--- src/rtl/sc_pkg.sv ---
// Shared constants and the controller state encoding for the SC frame sequencing path.
package sc_pkg;
    localparam int N_LOG2      = 3;
    localparam int N           = 2 ** N_LOG2;
    localparam int LLR_W       = 6;
    localparam int FRAME_CNT_W = 16;

    typedef enum logic [2:0] {
        IDLE,
        LOAD,
        START,
        DECODE,
        OUTPUT
    } state_e;
endpackage

--- src/rtl/sc_frame_skid.sv ---
// Single-entry pending frame buffer: holds one input frame until the controller loads it.
module sc_frame_skid #(
    parameter int W = 48
) (
    input  logic         clk,
    input  logic         rst,
    input  logic         push_i,
    input  logic         pop_i,
    input  logic [W-1:0] din_i,
    output logic         full_o,
    output logic         ready_o,
    output logic [W-1:0] dout_o
);
    logic         full_q;
    logic [W-1:0] data_q;

    // ready is pure register state so upstream never sees a path from the output side
    always_ff @(posedge clk or posedge rst) begin
        if (rst) begin
            full_q <= 1'b0;
            data_q <= '0;
        end else if (push_i && !full_q) begin
            full_q <= 1'b1;
            data_q <= din_i;
        end else if (pop_i) begin
            full_q <= 1'b0;
        end
    end

    assign full_o  = full_q;
    assign ready_o = !full_q;
    assign dout_o  = data_q;
endmodule

--- src/rtl/sc_frame_controller.sv ---
// Sequences LLR frames through the channel register and SC core, with watchdog and
// a valid/ready result port.
module sc_frame_controller
    import sc_pkg::*;
#(
    parameter int n       = N_LOG2,
    parameter int Q       = LLR_W,
    parameter int TIMEOUT = 255
) (
    input  logic                     clk,
    input  logic                     rst,
    input  logic                     in_valid,
    output logic                     in_ready,
    input  logic [(2**n)*Q-1:0]      in_llr,
    output logic                     map_valid,
    output logic                     map_busy,
    output logic [(2**n)*Q-1:0]      map_din,
    output logic                     core_start,
    input  logic                     core_done,
    input  logic [(2**n)-1:0]        core_bits,
    output logic                     out_valid,
    input  logic                     out_ready,
    output logic [(2**n)-1:0]        out_bits,
    output logic                     timeout_err,
    output logic [FRAME_CNT_W-1:0]   frame_cnt
);
    localparam int NB   = 2 ** n;
    localparam int WD_W = $clog2(TIMEOUT + 1);
    localparam logic [WD_W-1:0] WD_LAST = WD_W'(TIMEOUT - 1);

    state_e                 state_q, state_d;
    logic [WD_W-1:0]        wd_q, wd_d;
    logic                   out_valid_q, out_valid_d;
    logic [NB-1:0]          out_bits_q, out_bits_d;
    logic                   tmo_q, tmo_d;
    logic [FRAME_CNT_W-1:0] cnt_q, cnt_d;
    logic                   pend_full;

    sc_frame_skid #(.W(NB * Q)) u_skid (
        .clk     (clk),
        .rst     (rst),
        .push_i  (in_valid),
        .pop_i   (state_q == LOAD),
        .din_i   (in_llr),
        .full_o  (pend_full),
        .ready_o (in_ready),
        .dout_o  (map_din)
    );

    always_ff @(posedge clk or posedge rst) begin
        if (rst) begin
            state_q     <= IDLE;
            wd_q        <= '0;
            out_valid_q <= 1'b0;
            out_bits_q  <= '0;
            tmo_q       <= 1'b0;
            cnt_q       <= '0;
        end else begin
            state_q     <= state_d;
            wd_q        <= wd_d;
            out_valid_q <= out_valid_d;
            out_bits_q  <= out_bits_d;
            tmo_q       <= tmo_d;
            cnt_q       <= cnt_d;
        end
    end

    always_comb begin
        state_d     = state_q;
        wd_d        = wd_q;
        out_valid_d = out_valid_q;
        out_bits_d  = out_bits_q;
        tmo_d       = tmo_q;
        cnt_d       = cnt_q;
        map_valid   = 1'b0;
        map_busy    = 1'b0;
        core_start  = 1'b0;
        case (state_q)
            IDLE: if (pend_full) state_d = LOAD;
            LOAD: begin
                map_valid = 1'b1;
                state_d   = START;
            end
            START: begin
                core_start = 1'b1;
                map_busy   = 1'b1;
                wd_d       = '0;
                state_d    = DECODE;
            end
            DECODE: begin
                map_busy = 1'b1;
                wd_d     = wd_q + 1'b1;
                // a done arriving on the last allowed cycle still counts as success
                if (core_done) begin
                    out_bits_d  = core_bits;
                    out_valid_d = 1'b1;
                    state_d     = OUTPUT;
                end else if (wd_q == WD_LAST) begin
                    tmo_d   = 1'b1;
                    state_d = IDLE;
                end
            end
            OUTPUT: if (out_ready) begin
                out_valid_d = 1'b0;
                cnt_d       = cnt_q + 1'b1;
                state_d     = pend_full ? LOAD : IDLE;
            end
            default: state_d = IDLE;
        endcase
    end

    assign out_valid   = out_valid_q;
    assign out_bits    = out_bits_q;
    assign timeout_err = tmo_q;
    assign frame_cnt   = cnt_q;
endmodule

--- config.mk ---
export PLATFORM = sky130hd
export DESIGN_NAME = sc_frame_controller
export DESIGN_NICKNAME = d
export VERILOG_FILES = /design/src/rtl/sc_pkg.sv /design/src/rtl/sc_frame_skid.sv /design/src/rtl/sc_frame_controller.sv
export SDC_FILE = /design/constraint.sdc
export NUM_CORES = 1
export LEC_CHECK = 0
export ABC_CLOCK_PERIOD_IN_PS = 2700
export BUFFER_PORTS_ARGS = -buffer_cell sky130_fd_sc_hd__buf_4
export CAP_MARGIN = 20
export CORE_UTILIZATION = 35
export DETAILED_ROUTE_END_ITERATION = 8
export PLACE_DENSITY = 0.58
export RECOVER_POWER = 25
export SLEW_MARGIN = 5
export SYNTH_ARGS = -nofsm -noshare
export SYNTH_HDL_FRONTEND = slang
export SYNTH_SLANG_ARGS = --single-unit
--- constraint.sdc ---
create_clock -name clk -period 2.7 [get_ports clk]
set_clock_uncertainty 0.1 [all_clocks]
set_input_delay 0.135 -clock clk [delete_from_list [all_inputs] [get_ports clk]]
set_output_delay 0.135 -clock clk [all_outputs]
set_load 0.005 [all_outputs]
==> results.sh, run 1 <==
export IMPL_status="complete, no violations"
export IMPL_layout_common_cells="sky130_fd_sc_hd__dfrtp_1 (86), sky130_fd_sc_hd__buf_4 (78), sky130_fd_sc_hd__dlygate4sd3_1 (59)"
export IMPL_clk_latency_ns=0.35
export IMPL_cp_arrival_ns=2.01
export IMPL_wl_um=8260
export IMPL_power_density_mw_per_mm2=883
export IMPL_synthArstFlopShare=1.00
export IMPL_syn_num_nets=320
export IMPL_diodes=0
export IMPL_clock_tree_htree_level_count=3
export IMPL_timing_final_crit_share=0.692
export IMPL_logic_gate_share_of_total_power=0.362
export IMPL_timing_final_crit_period_ns=1.87
export IMPL_antenna_found_initial=0
export IMPL_fill_cells=864
export IMPL_netSwitchingPower_w=0.00144
export IMPL_timing_slew_headroom=0.455
export IMPL_global_route_usage_met3=0.0356
export IMPL_worst_setup_path_type="flop to flop"
export IMPL_dr_total_vias=2688
export IMPL_fin_setup_tns_ns=0
export IMPL_peakVddDrop_uv=399
export IMPL_timing_critical_path_to_type="flop"
export IMPL_worstSetupStartpointType="flop"
export IMPL_final_net_count=522
export IMPL_final_max_slew_violation_count=0
export IMPL_fmaxAchievable_ghz=0.536
export IMPL_clkPwrFrac=0.206
export IMPL_clock_root_buffer="sky130_fd_sc_hd__clkbuf_8"
export IMPL_hold_path_class="input pin to flop"
export IMPL_die_h_um=102
export IMPL_globalRoute_totalOverflow=0
export IMPL_layout_area_overhead_vs_synth_pct=56.2
export IMPL_clock_path_buffers=2
export IMPL_effective_utilization_at_floorplan=0.361
export IMPL_required_ns=2.84
export IMPL_place_congestion=0.741
export IMPL_synth_top_cells_by_area="sky130_fd_sc_hd__dfrtp_1 (61%), sky130_fd_sc_hd__mux2_2 (18%), sky130_fd_sc_hd__xnor2_1 (3.0%)"
export IMPL_cts_bufs_inserted=9
export IMPL_p_leak_nw=2.56
export IMPL_groute_usage_overall=0.163
export IMPL_core_area_mm2=0.00973
export IMPL_grt_first_pass_wirelength_um=12900
export IMPL_post_synth_top_area_fraction=0.613
export IMPL_layout_commonest_cell="sky130_fd_sc_hd__dfrtp_1"
export IMPL_crit_fanout=14
export IMPL_intPower_w=0.00340
export IMPL_gr_usage_met1=0.204
export IMPL_cap_violations=0
export IMPL_dpl_wire_length_um=5440
export IMPL_floorplan_die_area_mm2=0.0104
export IMPL_synth_sequential_area_ratio=0.613
export IMPL_number_of_global_route_vias_before_repair=2725
export IMPL_tritoncts="done"
export IMPL_yosysUniqueCellTypes=30
export IMPL_post_drt_wl_per_cell_um=13.9
export IMPL_vias_per_std_cell=4.51
export IMPL_most_frequently_used_flop_master_after_synthesis="sky130_fd_sc_hd__dfrtp_1"
export IMPL_synth_cells=256
export IMPL_hold_viol_final=0
export IMPL_ys_warnings_count=0
export IMPL_netSwitchingFraction=0.298
export IMPL_grt_max_degree=48
export IMPL_tritoncts_num_sinks=86
export IMPL_report_final_setup_viol=0
export IMPL_synth_avg_cell_area_um2=13.7
export IMPL_tightestPinTransition_ns=0.816
export IMPL_antenna_viol_nets_final=0
export IMPL_reg2reg_setup_slack_ns=0.83
export IMPL_ys_ff_latch=86
export IMPL_drt_first_pass_iters=4
export IMPL_layoutNonFillerInstCount=596
export IMPL_horizontal_die_dimension_um=102
export IMPL_proportion_of_power_drawn_by_flip_flops_and_latches=0.432
export IMPL_netlist_top_cell_by_area="sky130_fd_sc_hd__dfrtp_1"
export IMPL_synth_edff_count=0
export IMPL_use_met2=0.265
export IMPL_grt_setup_unrepaired="false"
export IMPL_placement_rows=36
export IMPL_place_port_buffers=138
export IMPL_final_layout_size_suffix_gt1_frac=0.462
export IMPL_drc=0
export IMPL_total_standard_cell_area_after_synthesis_mm2=0.00351
export IMPL_drt_iter0_markers=97
export IMPL_pin_count=139
export IMPL_grt_most_used_layer="met2"
export IMPL_clkTransAtPathRegs_ns=0.09
export IMPL_place_inst=521
final cells by class:
| class | count | area [µm²] | area share |
|---|---|---|---|
| tap | 133 | 166 | 0.0303 |
| multi-input combinational | 154 | 1290 | 0.234 |
| inverter | 7 | 27.5 | 0.00502 |
| timing repair buffer | 200 | 1630 | 0.297 |
| clock buffer | 9 | 124 | 0.0226 |
| sequential | 86 | 2150 | 0.392 |
| clock inverter | 7 | 98.8 | 0.0180 |
worst paths after layout:
| kind | startpoint | end | cells past startpoint |
|---|---|---|---|
| worst max register to register | state_q[2] | out_bits[0] | 4 |
| max in group asynchronous | rst | u_skid.dout_o[40] | 4 |
| worst min-delay path | in_valid | u_skid.full_o | 4 |
| min in group asynchronous | rst | u_skid.dout_o[4] | 3 |
| worst max-delay path | state_q[2] | out_bits[0] | 4 |
| worst min register to register | timeout_err | timeout_err | 1 |
flip-flops by register name (all words and copies together), names as in the netlist:
signal	flops
frame_cnt	16
timeout_err	1
state_q	3
u_skid.dout_o	48
u_skid.full_o	1
out_bits	8
wd_q	8
out_valid	1
synth_stat cells, types with 4 or more instances:
| cell type | n |
|---|---|
| sky130_fd_sc_hd__inv_1 | 7 |
| sky130_fd_sc_hd__o21ai_0 | 10 |
| sky130_fd_sc_hd__nand3_1 | 10 |
| sky130_fd_sc_hd__mux2_2 | 57 |
| sky130_fd_sc_hd__xnor2_1 | 12 |
| sky130_fd_sc_hd__dfrtp_1 | 86 |
| sky130_fd_sc_hd__buf_2 | 6 |
| sky130_fd_sc_hd__nand4_1 | 4 |
| sky130_fd_sc_hd__nand2_1 | 17 |
| sky130_fd_sc_hd__nor2_1 | 10 |
| sky130_fd_sc_hd__nor3_1 | 4 |
worst max-delay path: stages (launching register included):
cell	delay, ns
sky130_fd_sc_hd__dfrtp_1	0.43
sky130_fd_sc_hd__nand2b_1	0.43
sky130_fd_sc_hd__inv_1	0.19
sky130_fd_sc_hd__nand3_2	0.25
sky130_fd_sc_hd__mux2_2	0.37
through the flow:
stage | total power [W] | utilization | hold WS, ns | cell area (µm²) | setup slack (ns)
2_1_floorplan | 0.00291 | - | 0.136 | 3510 | 0.243
3_3_place_gp | 0.00387 | 0.483 | 0.232 | 4700 | 0.903
3_5_place_dp | 0.00391 | 0.483 | 0.235 | 4700 | 0.842
4_1_cts | 0.00500 | 0.567 | 0.314 | 5520 | 0.829
5_1_grt | 0.00519 | 0.564 | 0.333 | 5490 | 0.647
6_report | 0.00485 | 0.564 | 0.327 | 5490 | 0.833
power by group through the flow:
stage,Clock (W),Sequential (W),Combinational (W)
global route,0.00110,0.00216,0.00193
CTS,0.00103,0.00210,0.00186
finish,0.00100,0.00209,0.00175
detailed placement,0,0.00212,0.00179
floorplan,0,0.00211,0.000796
global placement,0,0.00211,0.00176
routing by layer:
layer	wire length, µm	vias to the layer above	share of wire
li1	-	1294	-
met1	3500	1298	0.42
met2	4160	79	0.50
met3	399	17	0.048
met4	201	0	0.024
met5	0	-	0
what timing repair did:
item                                   CTS  global route
buffers inserted                         0             0
gates resized for setup                  0             0
hold buffers                            59             0
endpoints found under the hold margin  104             0
cells by family after synthesis:
family / after synthesis / share of synthesized area
multiplexers: 60 / 0.191
flip-flops: 86 / 0.613
AND/OR/NAND/NOR: 57 / 0.0890
adder cells (fa/ha/maj): 3 / 0.0107
buffers and inverters: 16 / 0.0235
XOR/XNOR: 15 / 0.0395
AO/OA/AOI/OAI: 19 / 0.0335
(Power assumes the default switching activity.)
==> run 2, diff against run 1 <==
ABC_CLOCK_PERIOD_IN_PS = 1600   (was 2700)
PLACE_DENSITY = 0.6   (was 0.58)
clock period = 1.6 ns   (was 2.7 ns; I/O delays follow)
==> results.sh, run 2 (synthesized netlist as in run 1, its figures left out) <==
export IMPL_status="complete, no violations"
export IMPL_pin_count=139
export IMPL_layout_area_overhead_vs_synth_pct=60.7
export IMPL_proportion_of_power_drawn_by_flip_flops_and_latches=0.413
export IMPL_floorplan_die_area_mm2=0.0104
export IMPL_peakVddDrop_uv=970
export IMPL_dpl_wire_length_um=5560
export IMPL_tritoncts="done"
export IMPL_globalRoute_totalOverflow=0
export IMPL_finalCoreUtilization=0.580
export IMPL_vias_per_std_cell=4.54
export IMPL_diodes=0
export IMPL_groute_usage_overall=0.164
export IMPL_crit_fanout=8
export IMPL_clk_latency_ns=0.35
export IMPL_timing_critical_path_slowest_cell_delay_ns=0.37
export IMPL_power_density_mw_per_mm2=1510
export IMPL_netSwitchingPower_w=0.00253
export IMPL_place_port_buffers=138
export IMPL_dr_total_vias=2771
export IMPL_layout_common_cells="sky130_fd_sc_hd__buf_4 (147), sky130_fd_sc_hd__dfrtp_1 (85), sky130_fd_sc_hd__dlygate4sd3_1 (59)"
export IMPL_final_layout_size_suffix_gt1_frac=0.503
export IMPL_critical_path_cell_chain="buf_6 > clkinvlp_4 > nor3_4 > buf_6"
export IMPL_power_total_w=0.00851
export IMPL_final_max_slew_violation_count=0
export IMPL_setup_ws_ns=0.0563
export IMPL_logic_gate_share_of_total_power=0.401
export IMPL_die_h_um=102
export IMPL_fin_setup_tns_ns=0
export IMPL_place_inst=530
export IMPL_timing_critical_path_to_type="output pin"
export IMPL_worst_setup_path_type="flop to output pin"
export IMPL_effective_utilization_at_floorplan=0.361
export IMPL_report_final_setup_viol=0
export IMPL_grt_first_pass_wirelength_um=13000
export IMPL_cpMaxStageDelayCell="sky130_fd_sc_hd__dfrtp_1"
export IMPL_clock_path_buffers=2
export IMPL_fmaxAchievable_ghz=0.648
export IMPL_wl_um=8390
export IMPL_number_of_global_route_vias_before_repair=2732
export IMPL_netSwitchingFraction=0.297
export IMPL_clkPwrFrac=0.186
export IMPL_antenna_viol_nets_final=0
export IMPL_layout_commonest_cell="sky130_fd_sc_hd__buf_4"
export IMPL_core_area_mm2=0.00973
export IMPL_intPower_w=0.00598
export IMPL_hold_viol_final=0
export IMPL_antenna_found_initial=0
export IMPL_tightestPinTransition_ns=0.921
export IMPL_cap_violations=0
export IMPL_worstSetupStartpointType="flop"
export IMPL_grt_max_degree=50
export IMPL_crit_top_cell="sky130_fd_sc_hd__buf_6"
export IMPL_placement_rows=36
export IMPL_final_net_count=536
export IMPL_drc=0
export IMPL_fill_cells=817
export IMPL_max_ffs_per_register=48
export IMPL_post_drt_wl_per_cell_um=13.8
export IMPL_place_congestion=0.746
export IMPL_cts_bufs_inserted=9
export IMPL_p_leak_nw=2.66
export IMPL_timing_final_crit_share=0.965
export IMPL_layoutNonFillerInstCount=610
export IMPL_clock_tree_htree_level_count=3
export IMPL_timing_slew_headroom=0.386
export IMPL_drt_iter0_markers=40
export IMPL_place_ws_ns=0.0621
export IMPL_drt_first_pass_iters=4
export IMPL_grt_setup_unrepaired="true"
export IMPL_clock_root_buffer="sky130_fd_sc_hd__clkbuf_8"
export IMPL_hold_path_class="input pin to flop"
export IMPL_cp_arrival_ns=1.36
export IMPL_clkTransAtPathRegs_ns=0.08
export IMPL_timing_final_crit_period_ns=1.54
export IMPL_tritoncts_num_sinks=86
export IMPL_horizontal_die_dimension_um=102
export IMPL_required_ns=1.42
==> run 2: cell types whose count changed in the layout (fill, tap and decap cells not counted), moves of 3 or more <==
| cell | change |
|---|---|
| sky130_fd_sc_hd__clkbuf_1 | -7 |
| sky130_fd_sc_hd__clkbuf_4 | -53 |
| sky130_fd_sc_hd__buf_4 | +69 |
| sky130_fd_sc_hd__buf_6 | +3 |
==> run 2: final cells by class <==
class                      instances  area (µm²)  area share
inverter                           7        33.8     0.00598
clock buffer                      10         138      0.0244
clock inverter                     6        70.1      0.0124
tap                              133         166      0.0295
sequential                        86        2150       0.381
multi-input combinational        154        1300       0.230
timing repair buffer             214        1780       0.316
==> run 2: final timing paths <==
| check | depth (start not counted) | from | to | slack [ns] |
|---|---|---|---|---|
| setup / recovery | 4 | state_q[0] | map_valid | 0.06 |
| max in group asynchronous | 4 | rst | state_q[2] | 0.28 |
| hold reg to reg | 1 | timeout_err | timeout_err | 0.38 |
| setup reg to reg | 4 | state_q[2] | out_bits[1] | 0.07 |
| hold / removal | 4 | in_valid | u_skid.full_o | 0.21 |
| min in group asynchronous | 4 | rst | u_skid.dout_o[31] | 0.42 |
==> run 2: repair_timing <==
action / in CTS / in global routing
setup buffers: 1 / 4
gates resized for setup: 2 / 7
hold buffers: 59 / 0
endpoints found under the hold margin: 146 / 0
pin swaps: 1 / 1
setup endpoints to repair: 1 / 3
==> run 2: critical path: cells and delay by family (launching register included) <==
family | cells | cell delay (ns)
DFF | 1 | 0.37
buffers and inverters | 3 | 0.41
and+or+nand+nor | 1 | 0.23
==> run 2: through the flow <==
step | hold WS, ns | instance area [µm²]
after floorplan | 0.0808 | 3520
after global placement | 0.0827 | 4800
after detailed placement | 0.0908 | 4800
after CTS | 0.190 | 5610
after global routing | 0.206 | 5650
final | 0.213 | 5650
==> run 2: routing by layer <==
layer	part of all wire	track usage	vias to the layer above
li1	-	-	1323
met1	0.40	0.194	1351
met2	0.53	0.281	79
met3	0.053	0.0397	18
met4	0.025	0.0791	0
met5	0	0	-
==> run 2: power by group through the flow <==
stage	sequential [W]	combinational [W]	clock [W]
6_report	0.00351	0.00341	0.00158
5_1_grt	0.00364	0.00372	0.00173
4_1_cts	0.00352	0.00334	0.00164
3_5_place_dp	0.00355	0.00319	0
3_3_place_gp	0.00352	0.00315	0
2_1_floorplan	0.00356	0.00134	0
